$ cat src/rtl/io_resp_pkg.sv
// io_resp_pkg: shared constants and types for the IO responder.
//   IO_REGION / STATUS_OFF : region tag and status register offset
//   ST_*                   : status word bit positions
//   io_wentry_t            : posted-write FIFO entry {slot, offset, data}
//   status_word()          : packs the status register read value
package io_resp_pkg;

  localparam logic [7:0]  IO_REGION  = 8'hC0;
  localparam logic [23:0] STATUS_OFF = 24'hFF_FFFC;

  localparam int unsigned ST_OVF_BIT  = 0;
  localparam int unsigned ST_LVL_LSB  = 8;
  localparam int unsigned ST_LVL_W    = 8;
  localparam int unsigned ST_DROP_LSB = 16;
  localparam int unsigned ST_DROP_W   = 16;

  // Entry fields sized for the widest legal configuration; the top
  // zero-extends its slot/offset into them.
  localparam int unsigned SLOT_FW = 8;
  localparam int unsigned OFF_FW  = 22;

  typedef struct packed {
    logic [SLOT_FW-1:0] slot;
    logic [OFF_FW-1:0]  offset;
    logic [31:0]        data;
  } io_wentry_t;

  function automatic logic [31:0] status_word(
    input logic                 ovf,
    input logic [ST_LVL_W-1:0]  level,
    input logic [ST_DROP_W-1:0] drops
  );
    logic [31:0] w;
    w = '0;
    w[ST_OVF_BIT]                  = ovf;
    w[ST_LVL_LSB  +: ST_LVL_W]     = level;
    w[ST_DROP_LSB +: ST_DROP_W]    = drops;
    return w;
  endfunction

endpackage

$ cat src/rtl/io_wfifo.sv
// io_wfifo: circular buffer for posted IO writes.
//   i_clk, i_rst   : clock, synchronous active-high reset
//   i_push, i_din  : enqueue request and entry (caller guarantees room)
//   i_pop          : dequeue request (caller guarantees non-empty)
//   o_head         : oldest entry
//   o_full/o_empty : occupancy flags
//   o_level        : number of stored entries
//   o_by_age       : entries ordered oldest (index 0) to youngest; only
//                    the first o_level are meaningful
module io_wfifo
  import io_resp_pkg::*;
#(
  parameter int unsigned DEPTH = 4
) (
  input  logic                     i_clk,
  input  logic                     i_rst,
  input  logic                     i_push,
  input  io_wentry_t               i_din,
  input  logic                     i_pop,
  output io_wentry_t               o_head,
  output logic                     o_full,
  output logic                     o_empty,
  output logic [$clog2(DEPTH):0]   o_level,
  output io_wentry_t               o_by_age [DEPTH]
);

  localparam int unsigned PW = $clog2(DEPTH);

  io_wentry_t    r_mem [DEPTH];
  logic [PW-1:0] r_rptr;
  logic [PW-1:0] r_wptr;
  logic [PW:0]   r_level;

  always_ff @(posedge i_clk) begin
    if (i_push) begin
      r_mem[r_wptr] <= i_din;
    end
  end

  always_ff @(posedge i_clk) begin
    if (i_rst) begin
      r_rptr  <= '0;
      r_wptr  <= '0;
      r_level <= '0;
    end else begin
      if (i_push) r_wptr <= r_wptr + 1'b1;
      if (i_pop)  r_rptr <= r_rptr + 1'b1;
      case ({i_push, i_pop})
        2'b10:   r_level <= r_level + 1'b1;
        2'b01:   r_level <= r_level - 1'b1;
        default: r_level <= r_level;
      endcase
    end
  end

  always_comb begin
    for (int unsigned k = 0; k < DEPTH; k++) begin
      o_by_age[k] = r_mem[r_rptr + PW'(k)];
    end
  end

  assign o_head  = r_mem[r_rptr];
  assign o_level = r_level;
  assign o_full  = (r_level == (PW+1)'(DEPTH));
  assign o_empty = (r_level == '0);

endmodule

$ cat src/rtl/io_responder.sv
// io_responder: target endpoint of the CPU memory-mapped IO port for
// region 0xC000_0000-0xC0FF_FFFF.
//   CLK, RESET            : clock, synchronous active-high reset
//   IO_A, IOReadS,
//   IOWriteS, IO_write    : CPU single-cycle strobes, address, write data
//   IO_dout               : registered read data (valid the cycle after)
//   p_we/p_wsel/p_waddr/
//   p_wdata, p_wready     : posted-write FIFO head towards peripherals
//   p_re/p_rsel/p_raddr,
//   p_rdata               : combinational read channel to peripherals
// Build option: define IO_RD_FWD_EN to forward posted write data to
// reads of the same slot/offset (youngest entry wins).
module io_responder
  import io_resp_pkg::*;
#(
  parameter int unsigned NUM_SLOTS   = 4,
  parameter int unsigned SLOT_LSB    = 11,
  parameter int unsigned WFIFO_DEPTH = 4
) (
  input  logic                   CLK,
  input  logic                   RESET,
  input  logic [31:0]            IO_A,
  input  logic [1:0]             IOReadS,
  input  logic                   IOWriteS,
  input  logic [31:0]            IO_write,
  output logic [31:0]            IO_dout,
  output logic [NUM_SLOTS-1:0]   p_wsel,
  output logic [SLOT_LSB-3:0]    p_waddr,
  output logic [31:0]            p_wdata,
  output logic                   p_we,
  input  logic [NUM_SLOTS-1:0]   p_wready,
  output logic [NUM_SLOTS-1:0]   p_rsel,
  output logic [SLOT_LSB-3:0]    p_raddr,
  output logic                   p_re,
  input  logic [NUM_SLOTS*32-1:0] p_rdata
);

  localparam int unsigned SW = (NUM_SLOTS > 1) ? $clog2(NUM_SLOTS) : 1;
  localparam int unsigned OW = SLOT_LSB - 2;
  localparam int unsigned LW = $clog2(WFIFO_DEPTH) + 1;

`ifdef IO_RD_FWD_EN
  localparam bit FWD_EN = 1'b1;
`else
  localparam bit FWD_EN = 1'b0;
`endif

  logic          w_in_region;
  logic          w_is_status;
  logic [SW-1:0] w_slot;
  logic [OW-1:0] w_off;
  logic          w_rd;
  logic          w_wr_data;
  logic          w_wr_status;

  io_wentry_t    w_new;
  io_wentry_t    w_head;
  io_wentry_t    w_by_age [WFIFO_DEPTH];
  logic          w_full;
  logic          w_empty;
  logic [LW-1:0] w_level;
  logic [SW-1:0] w_head_slot;
  logic          w_push;
  logic          w_pop;
  logic          w_drop;

  logic          w_fwd_hit;
  logic [31:0]   w_fwd_data;
  logic [31:0]   w_slot_rdata;

  logic          r_ovf;
  logic [15:0]   r_drops;

  logic          w_unused;

  // Address decode; byte lane bits are ignored everywhere, including the
  // status register match.
  assign w_in_region = (IO_A[31:24] == IO_REGION);
  assign w_is_status = (IO_A[23:2] == STATUS_OFF[23:2]);
  assign w_slot      = IO_A[SLOT_LSB +: SW];
  assign w_off       = IO_A[SLOT_LSB-1:2];
  assign w_rd        = (|IOReadS) && w_in_region;
  assign w_wr_data   = IOWriteS && w_in_region && !w_is_status;
  assign w_wr_status = IOWriteS && w_in_region && w_is_status;

  assign p_re    = w_rd;
  assign p_rsel  = NUM_SLOTS'(1) << w_slot;
  assign p_raddr = w_off;

  always_comb begin
    w_new        = '0;
    w_new.slot   = SLOT_FW'(w_slot);
    w_new.offset = OFF_FW'(w_off);
    w_new.data   = IO_write;
  end

  io_wfifo #(
    .DEPTH (WFIFO_DEPTH)
  ) u_wfifo (
    .i_clk    (CLK),
    .i_rst    (RESET),
    .i_push   (w_push),
    .i_din    (w_new),
    .i_pop    (w_pop),
    .o_head   (w_head),
    .o_full   (w_full),
    .o_empty  (w_empty),
    .o_level  (w_level),
    .o_by_age (w_by_age)
  );

  assign w_head_slot = w_head.slot[SW-1:0];
  assign p_we        = !w_empty;
  assign p_wsel      = p_we ? (NUM_SLOTS'(1) << w_head_slot) : '0;
  assign p_waddr     = w_head.offset[OW-1:0];
  assign p_wdata     = w_head.data;

  // A full FIFO still accepts a write when the head leaves in the same cycle.
  assign w_pop  = p_we && p_wready[w_head_slot];
  assign w_push = w_wr_data && (!w_full || w_pop);
  assign w_drop = w_wr_data && w_full && !w_pop;

  always_ff @(posedge CLK) begin
    if (RESET) begin
      r_ovf   <= 1'b0;
      r_drops <= '0;
    end else if (w_wr_status) begin
      r_ovf   <= 1'b0;
      r_drops <= '0;
    end else if (w_drop) begin
      r_ovf <= 1'b1;
      if (r_drops != '1) r_drops <= r_drops + 1'b1;
    end
  end

  // Scan oldest to youngest so the last hit is the youngest entry; a write
  // pushed this cycle shares IO_A with the read, so it always matches and
  // is younger than everything stored.
  always_comb begin
    w_fwd_hit  = 1'b0;
    w_fwd_data = '0;
    for (int unsigned k = 0; k < WFIFO_DEPTH; k++) begin
      if ((LW'(k) < w_level) &&
          (w_by_age[k].slot == SLOT_FW'(w_slot)) &&
          (w_by_age[k].offset == OFF_FW'(w_off))) begin
        w_fwd_hit  = 1'b1;
        w_fwd_data = w_by_age[k].data;
      end
    end
    if (w_push) begin
      w_fwd_hit  = 1'b1;
      w_fwd_data = IO_write;
    end
  end

  assign w_slot_rdata = p_rdata[{w_slot, 5'b0} +: 32];

  always_ff @(posedge CLK) begin
    if (RESET) begin
      IO_dout <= '0;
    end else if (w_rd) begin
      if (w_is_status) begin
        IO_dout <= status_word(r_ovf, ST_LVL_W'(w_level), r_drops);
      end else if (FWD_EN && w_fwd_hit) begin
        IO_dout <= w_fwd_data;
      end else begin
        IO_dout <= w_slot_rdata;
      end
    end
  end

  assign w_unused = ^{IO_A[1:0], w_head.slot[SLOT_FW-1:SW], w_head.offset[OFF_FW-1:OW]};

endmodule

$ cat config.mk
export PLATFORM = sky130hd
export DESIGN_NAME = io_responder
export DESIGN_NICKNAME = d
export VERILOG_FILES = /design/src/rtl/io_resp_pkg.sv /design/src/rtl/io_wfifo.sv /design/src/rtl/io_responder.sv
export SDC_FILE = /design/constraint.sdc
export NUM_CORES = 1
export LEC_CHECK = 0
export CAP_MARGIN = 10
export CORE_UTILIZATION = 51
export CTS_CLUSTER_SIZE = 25
export DETAILED_ROUTE_END_ITERATION = 10
export GPL_TIMING_DRIVEN = 0
export HOLD_SLACK_MARGIN = 0.12
export PLACE_DENSITY_LB_ADDON = 0.3
export REMOVE_ABC_BUFFERS = 1
export SETUP_SLACK_MARGIN = 0.4
export SLEW_MARGIN = 20
export SYNTH_ARGS = -nofsm -noshare
export SYNTH_HDL_FRONTEND = slang
export SYNTH_SLANG_ARGS = --single-unit
$ cat constraint.sdc
create_clock -name CLK -period 5.1 [get_ports CLK]
set_input_delay 1.02 -clock CLK [delete_from_list [all_inputs] [get_ports CLK]]
set_output_delay 1.02 -clock CLK [all_outputs]
set_load 0.005 [all_outputs]
; Word-level counts from Yosys, hierarchy flattened
; Memory sizes are Yosys's and may differ from the RTL's. A register that Yosys moved wholly into a read port is not among the register bits.
; Index checks and enable logic that the tools add are counted.
[totals]
regBits = 56
ram_bits = 172
inputBits = 201
out_inout_bits = 92
word_cells = 49
mem_count = 1
[op_classes]
n_addsub = 5
magnitude_cmp = 1
n_eq_ne = 6
shifts = 3
mux = 9
reduce_logical = 18
[memory_table]
columns = memory, words, width, read_ports, rd_ports_with_merged_regs, write_ports, line
row1 = u_wfifo.r_mem, 4, 43, 1, 1, 1, io_wfifo.sv:29  ; io_wentry_t r_mem [DEPTH];
[ops]
columns = cell, n
row1 = 128-bit by 8-bit indexed part select with 32-bit output, 1
row2 = 32-bit two-way mux, 1
row3 = "22-bit == test, second input constant", 1
row4 = "16-bit by 1-bit adder with 16-bit output, second input constant", 1
row5 = "16-bit inequality test, second input constant", 1
row6 = "8-bit == test, second input constant", 1
row7 = 1-bit logical AND, 8
row8 = "1-bit by 2-bit left shift with 4-bit output, first input constant", 2
row9 = 3-bit case mux with 2 select lines, 1
row10 = "2-bit by 1-bit adder with 2-bit output, second input constant", 2
row11 = 1-bit zero test, 4
row12 = 2-bit two-way mux, 2
row13 = 4-bit two-way mux, 1
row14 = 2-bit OR reduction, 2
row15 = "3-bit by 1-bit adder with 3-bit output, second input constant", 1
row16 = "3-bit == test, second input constant", 1
row17 = 3-bit zero test, 1
row18 = "2-bit by 3-bit < comparator with 1-bit output, second input constant", 1
row19 = 1-bit two-way mux, 3
row20 = "3-bit by 1-bit subtractor with 3-bit output, second input constant", 1
row21 = 1-bit binary-select mux with 2-bit select, 1
row22 = "2-bit by 1-bit == test with 1-bit output, second input constant", 1
row23 = "2-bit == test, second input constant", 1
row24 = 2-bit AND reduction, 1
row25 = other kinds (2), 2

; Depth between registers and ports, before layout
; Gate-level depths: netlist (run 1).
[logic_depth]
ltp_word = 7
ltp_mapped = 9
depth_no_buf = 8

; Modules after synthesis
; A second synthesis (run 1) with hierarchy kept.
[hier_totals]
cells_unflattened = 994
area_unflattened_um2 = 17545.6
[modules_own_cells]
columns = mod, instances, cells_each, area_each_um2, seq_area_each_um2
row1 = io_wfifo, 1, 661, 14313.7, 7627.3
row2 = io_responder, 1, 333, 3231.8, 980.9

; Least setup slack after synthesis (run 1)
; No wires, ideal clock.
[synth_path]
kind = input to register
start = input IO_A[11]
end = memory u_wfifo.r_mem[0][0] (netlist name), enable pin
setup_time_ps = 405
arrival_time_ps = 3153
required_ps = 4695
slack_ps = 1542
cell_stages = 6
path_buffers = 2
path_cell_list = clkbuf_1 nand2_1 nor2_1 clkbuf_1 a21boi_0 and3_1
[synth_between]
elab_chain_cells = 6
[synth_lines]
columns = element, line
row1 = start: declaration, io_responder.sv:22  ; input logic [31:0] IO_A,
row2 = 22-bit == test, io_responder.sv:79  ; assign w_is_status = (IO_A[23:2] == STATUS_OFF[23:2]);
row3 = 1-bit zero test, io_responder.sv:83  ; assign w_wr_data = IOWriteS && w_in_region && !w_is_status;
row4 = 1-bit logical AND, io_responder.sv:83
row5 = 1-bit logical AND, io_responder.sv:120  ; assign w_push = w_wr_data && (!w_full || w_pop);
row6 = 1-bit two-way mux, io_wfifo.sv:35  ; if (i_push) begin
row7 = 1-bit two-way mux (not written as such), io_wfifo.sv:36  ; r_mem[r_wptr] <= i_din;
row8 = end: declaration, io_wfifo.sv:29
; No other way between the ends.

; Worst setup path after layout (run 1)
[layout_path]
start = input IO_A[25]
end = output p_re
[layout_between]
elab_chain_cells = 2
[layout_lines]
columns = element, line
row1 = 8-bit == test, io_responder.sv:78  ; assign w_in_region = (IO_A[31:24] == IO_REGION);
row2 = 1-bit logical AND, io_responder.sv:82  ; assign w_rd = (|IOReadS) && w_in_region;
row3 = end: declaration, io_responder.sv:34  ; output logic p_re,
; No other way between the ends.

==> flow_summary.toml, run 1 <==
[outcome]
status = "finished clean"

[final_layout]
drive_gt1_frac = 0.146
multi_input_area_sq_um = 3230
area.sequential_sq_um = 6330
antenna_cells = 0
num-fill-cells = 1198
instances_no_fill = 1142
syn2layout_area_growth_pct = 38.2
final_cell_mix = "287 x clkdlybuf4s50_1, 172 x edfxtp_1, 75 x mux4_2, 56 x dfxtp_1, 46 x nor2_1"
layout_commonest_cell = "clkdlybuf4s50_1"
final_nets = 1101

[synth]
synth-seq-cells = 230
yosysUniqueCellTypes = 48
yosysWarningCount = 0
synth_area_sq_um = 9800
syn_area_per_cell_sq_um = 15.7
syn_inst = 624
async_reset_ff_frac = 0
ys.flop_type = "edfxtp_1"
seq_area_frac_synth = 0.646
synth-edff-count = 172

[grt]
grt_antenna_before_repair = 0
gr-usage-met3 = 0.0554
grt_pass1_wl_mm = 35.8
grt.busiest_layer = "met2"
grt_pass1_vias = 6872
overflow = 0
met1_usage = 0.270
grtUsageTotal = 0.234
grt_util_met2 = 0.436
grt_max_degree = 54

[critical_path]
path_class = "in2out"
worst_ep_arrival_time_ps = 3510
rrSetupSlack_ps = 1620
critPathMaxFanout = 53
worstSetupStartpoint = "IO_A[25]"
critPathCaptureType = "output port"
cp.required_ps = 4080
r2r_end = "r_drops[7]"
critPathLaunchType = "primary input"
r2r_cells = 8

[timing]
fmax_ghz = 0.221
period_needed_ps = 4530
maxSlewHeadroom = 0.332
worst_clock_skew_ps = 13.7
slew_viol_final = 0
worst_pin_slew_ps = 996
finalHoldViolations = 0
post-route-period-util = 0.889
rsz0062_at_grt = "false"
hold_slack_ps = 450
setup_viol = 0

[clocking]
clkTransAtPathRegs_ps = 60
cts_tree = "yes"
clk_latency_ps = 500
clock_path_buffers = 3
holdBufCountCts = 0
cts_made_buffers = 23
numClockSinks = 230
cts_root_buf = "clkbuf_16"
htreeDepth = 1

[routing]
num_vias = 6492
drc = 0
drtAntennaViolNets = 0
routed_wl_mm = 22.9
drt_iter0_markers = 314
wire_per_inst_um = 20.1
viasPerCell = 5.68
first_pass_iters = 5

[flow_run]
cap_violations = 0

[die]
rows = 50
die_h_um = 141
dieArea_sq_um = 19800
start_util = 0.522
die_x_um = 141
coreArea_sq_um = 18800
io_pins = 293

[worst_hold_path]
holdPathEnd = "IO_dout[5]"
hold_path.class = "reg2reg"
whs_path_depth = 2
min_from = "IO_dout[5]"

[placement]
gp_congestion = 0.851
numPortBuffers = 290
dp.cells = 1102
place_hpwl_mm = 15.7

[power]
p_switching_uw = 1030
seqPwrFrac = 0.457
internal_power_uw = 3550
leakagePower_uw = 0.00438
combPwrFrac = 0.209
ir_drop_uv = 153
power_frac_clock = 0.334
power.density_nw_per_um2 = 338
sw_frac_of_total = 0.226
worst max-delay path, stage by stage:
cell	delay [ps]
clkdlybuf4s50_1	410
nor4_1	310
and3_1	250
o21ai_1	350
inv_4	540
clkdlybuf4s50_1	610
metrics by stage:
stage	utilization	setup slack [ps]	instance area (sq um)	total power (uW)	setup TNS (ps)
2_1_floorplan	-	130	9570	2570	0
3_3_place_gp	0.680	-1710	12800	3070	-350970
3_5_place_dp	0.684	356	12800	3100	0
4_1_cts	0.721	576	13500	4630	0
5_1_grt	0.721	449	13500	4770	0
6_report	0.721	566	13500	4580	0
sequential cells by signal (all words and copies together) (netlist names), named ones only:
register	cells
u_wfifo.r_mem	172
r_drops	16
r_ovf	1
u_wfifo.r_wptr	2
u_wfifo.r_rptr	2
u_wfifo.o_level	3
IO_dout	32
cells by family after synthesis:
group           after synthesis  synth area share
xor+xnor                     11           0.00984
fa+ha+maj                     6           0.00843
buf+inv                      60            0.0273
mux                          82             0.180
simple gates                178            0.0865
compound gates               57            0.0420
flops                       230             0.646
final cells by class:
class / count / share of cell area
Timing Repair Buffer: 295 / 0.218
Clock buffer: 34 / 0.0486
Sequential cell: 230 / 0.468
Inverter: 10 / 0.00296
Tap cell: 234 / 0.0216
Clock inverter: 5 / 0.00203
Multi-Input combinational cell: 334 / 0.239
synthesized netlist by cell type (all sizes together), types with 8 or more instances:
cell type  number  share of area
nand2          46          0.018
mux4           75           0.17
nand4           9         0.0057
inv            10         0.0038
nor2           47          0.018
nand3          34          0.017
a21oi          18         0.0092
nor3            8         0.0041
a311oi         15          0.013
buf            13         0.0092
nor4            8         0.0057
dfxtp          58           0.12
edfxtp        172           0.53
clkbuf         37          0.014
xnor2           9         0.0080
and3            9         0.0057
power groups by stage:
| stage | sequential [uW] | combinational [uW] | clock [uW] |
|---|---|---|---|
| global placement | 2200 | 874 | 0 |
| global route | 2100 | 1030 | 1640 |
| finish | 2090 | 958 | 1530 |
| floorplan | 2160 | 411 | 0 |
| CTS | 2100 | 969 | 1570 |
| detailed placement | 2140 | 962 | 0 |
what timing repair did:
action	4_1_cts	5_1_grt
endpoints found under the hold margin	0	0
endpoints found under the setup margin	1	0
resized for setup	1	0
buffers inserted	0	0
worst max-delay path by stage:
stage | end | cells after the start
after global placement | u_wfifo.r_mem[2][27] | 5
after global routing | p_re | 6
final | p_re | 6
after detailed placement | p_re | 6
after floorplan | u_wfifo.r_mem[0][0] | 4
after CTS | p_re | 6
routing by layer:
metal | vias up | part of all wire
li1 | 2998 | -
met1 | 3210 | 0.37
met2 | 248 | 0.54
met3 | 36 | 0.075
met4 | 0 | 0.021
met5 | - | 0
(Power assumes the default switching activity.)
==> inputs of run 2 (changes only) <==
Settings changed: CORE_UTILIZATION 51 to 53, CTS_BUF_LIST set to sky130_fd_sc_hd__clkbuf_8, CTS_CLUSTER_DIAMETER set to 40.
==> run 2 against run 1 <==
Net effect: via count is 1.5% higher; sequential power hardly changed; utilization is 2.8 points higher; first-iteration DRC count is 21% higher; setup slack better by 70 ps; register-to-register slack worse by 150 ps; power is 1.7% lower; flip-flop and latch count stayed put; global-route usage is 0.90 points higher; clock power is 5% lower; non-clock buffer count is 1 higher; final area is 0.27% lower; critical endpoint unchanged; highest routed layer unchanged.
==> flow_summary.toml, run 2 (synthesized netlist as in run 1, its figures left out) <==
[grt]
grt_max_degree = 54
overflow = 0
grt_pass1_wl_mm = 34.9
grt_antenna_before_repair = 0
grtUsageTotal = 0.243
grt_pass1_vias = 6808

[routing]
drtAntennaViolNets = 0
route.top_layer_used = "met4"
drc = 0
met1_length_mm = 8.47
first_pass_iters = 7
routed_wl_mm = 23.7
wl_met2_mm = 13.1
drt_iter0_markers = 379
wl_met3_mm = 1.48
viasPerCell = 5.75
wire_per_inst_um = 20.7
num_vias = 6588

[power]
p_total_uw = 4500
leakagePower_uw = 0.00438
power.density_nw_per_um2 = 333
ir_drop_uv = 266

[flow_run]
cap_violations = 0

[placement]
dpl_cell_area_sq_um = 12900
dp_slack_ps = 650
numPortBuffers = 290
dp.cells = 1099
gp_congestion = 0.859
place_hpwl_mm = 16.5

[timing]
post-route-period-util = 0.875
slew_viol_final = 0
worst_pin_slew_ps = 1020
worst_clock_skew_ps = 37.0
setup_viol = 0
final.setup.tns_ps = 0
fmax_ghz = 0.224
finalHoldViolations = 0
rsz0062_at_grt = "false"
maxSlewHeadroom = 0.318
period_needed_ps = 4460
timing.final.ws_setup_ps = 635

[final_layout]
reg_top3 = "u_wfifo.r_mem: 172 flops, IO_dout: 32 flops, r_drops: 16 flops"
multi_input_area_sq_um = 3230
final_nets = 1104
syn2layout_area_growth_pct = 37.9
layout_commonest_cell = "clkdlybuf4s50_1"
num-fill-cells = 1095
regMostFlops = "u_wfifo.r_mem"
largest_register_ffs = 172
area.sequential_sq_um = 6330
instances_no_fill = 1146
drive_gt1_frac = 0.160
postLayoutCellArea_sq_um = 13500
final_cell_mix = "287 x clkdlybuf4s50_1, 172 x edfxtp_1, 75 x mux4_2, 56 x dfxtp_1, 46 x nor2_1"

[critical_path]
critPathTopFamily = "buffers and inverters"
crit_top_cell = "clkdlybuf4s50_1"
r2r_end = "u_wfifo.r_mem[2][15]"
critPathMaxFanout = 53
critPathLaunchType = "primary input"
worst_ep_arrival_time_ps = 3440
rrSetupSlack_ps = 1470
r2r_cells = 4
crit_chain = "clkdlybuf4s50_1 -> nor4_1 -> and3_1 -> o21ai_1 -> inv_2 -> clkdlybuf4s50_1"
critPathSlowestCell = "inv_2"
slowest_delay_ps = 670
critPathCaptureType = "output port"
critical_path_buf_inv_count = 3
cp.required_ps = 4080
path_class = "in2out"

[die]
dieArea_sq_um = 19000
coreArea_sq_um = 18000
start_util = 0.543
die_h_um = 138
rows = 49
io_pins = 293
die_x_um = 138

[outcome]
status = "finished clean"

[clocking]
clkTransAtPathRegs_ps = 70
cts_made_buffers = 25
cts_resized = 0
cts_tree = "yes"
htreeDepth = 1
numClockSinks = 230
postCtsSetupBuffers = 0
clk_latency_ps = 540
holdBufCountCts = 0
cts_root_buf = "clkbuf_8"
clock_path_buffers = 3

[worst_hold_path]
hold_path.class = "reg2reg"
holdPathEnd = "IO_dout[5]"
whs_path_depth = 2
min_from = "IO_dout[5]"
## run 2: cell count changes in the layout (fill, tap and decap cells not counted), sizes merged
cell | previous run | this run
bufinv | 0 | 5
clkbuf | 34 | 26
diode | 0 | 1
buf | 8 | 9
clkinv | 3 | 7
inv | 10 | 16
## run 2: worst reg2reg max path: stages, from the launching register on
cell     delay (ps)
dfxtp_4         760
mux4_2          580
mux2i_2         240
a22oi_1         840
and3_4          770
## run 2: metrics by stage
step / hold WS, ps / util
2_1_floorplan: 440 / -
3_3_place_gp: 438 / 0.708
3_5_place_dp: 448 / 0.714
4_1_cts: 458 / 0.749
5_1_grt: 468 / 0.749
6_report: 457 / 0.749
## run 2: layer usage
metal | track usage | up-vias
li1 | - | 3000
met1 | 0.266 | 3268
met2 | 0.466 | 279
met3 | 0.0471 | 41
met4 | 0.0827 | 0
met5 | 0 | -
## run 2: layout make-up
class,instances,area share
Inverter,10,0.00278
Antenna cell,1,0.000185
Clock inverter,20,0.0200
Tap cell,229,0.0212
Clock buffer,26,0.0265
Sequential cell,230,0.469
Multi-Input combinational cell,334,0.239
Timing Repair Buffer,296,0.221
## run 2: worst max-delay path by stage
stage,from,to,slack (ps),cells past startpoint
2_1_floorplan,flip-flop,u_wfifo.r_mem[0][0],130,4
3_3_place_gp,IO_A[8],u_wfifo.r_mem[1][18],-1710,5
3_5_place_dp,IO_A[25],p_re,650,6
4_1_cts,IO_A[25],p_re,630,6
5_1_grt,IO_A[25],p_re,460,6
6_report,IO_A[25],p_re,640,6
## run 2: report_power, final
part / internal [uW] / switching (uW)
Clock: 761 / 687
Combinational: 630 / 347
Sequential: 2030 / 51.1
Total: 3420 / 1090
==> inputs of run 3 (changes only) <==
Settings changed: CAP_MARGIN 10 to 20.
==> results of run 3 <==
Final layout, timing and power as in run 2 (identical DEF).
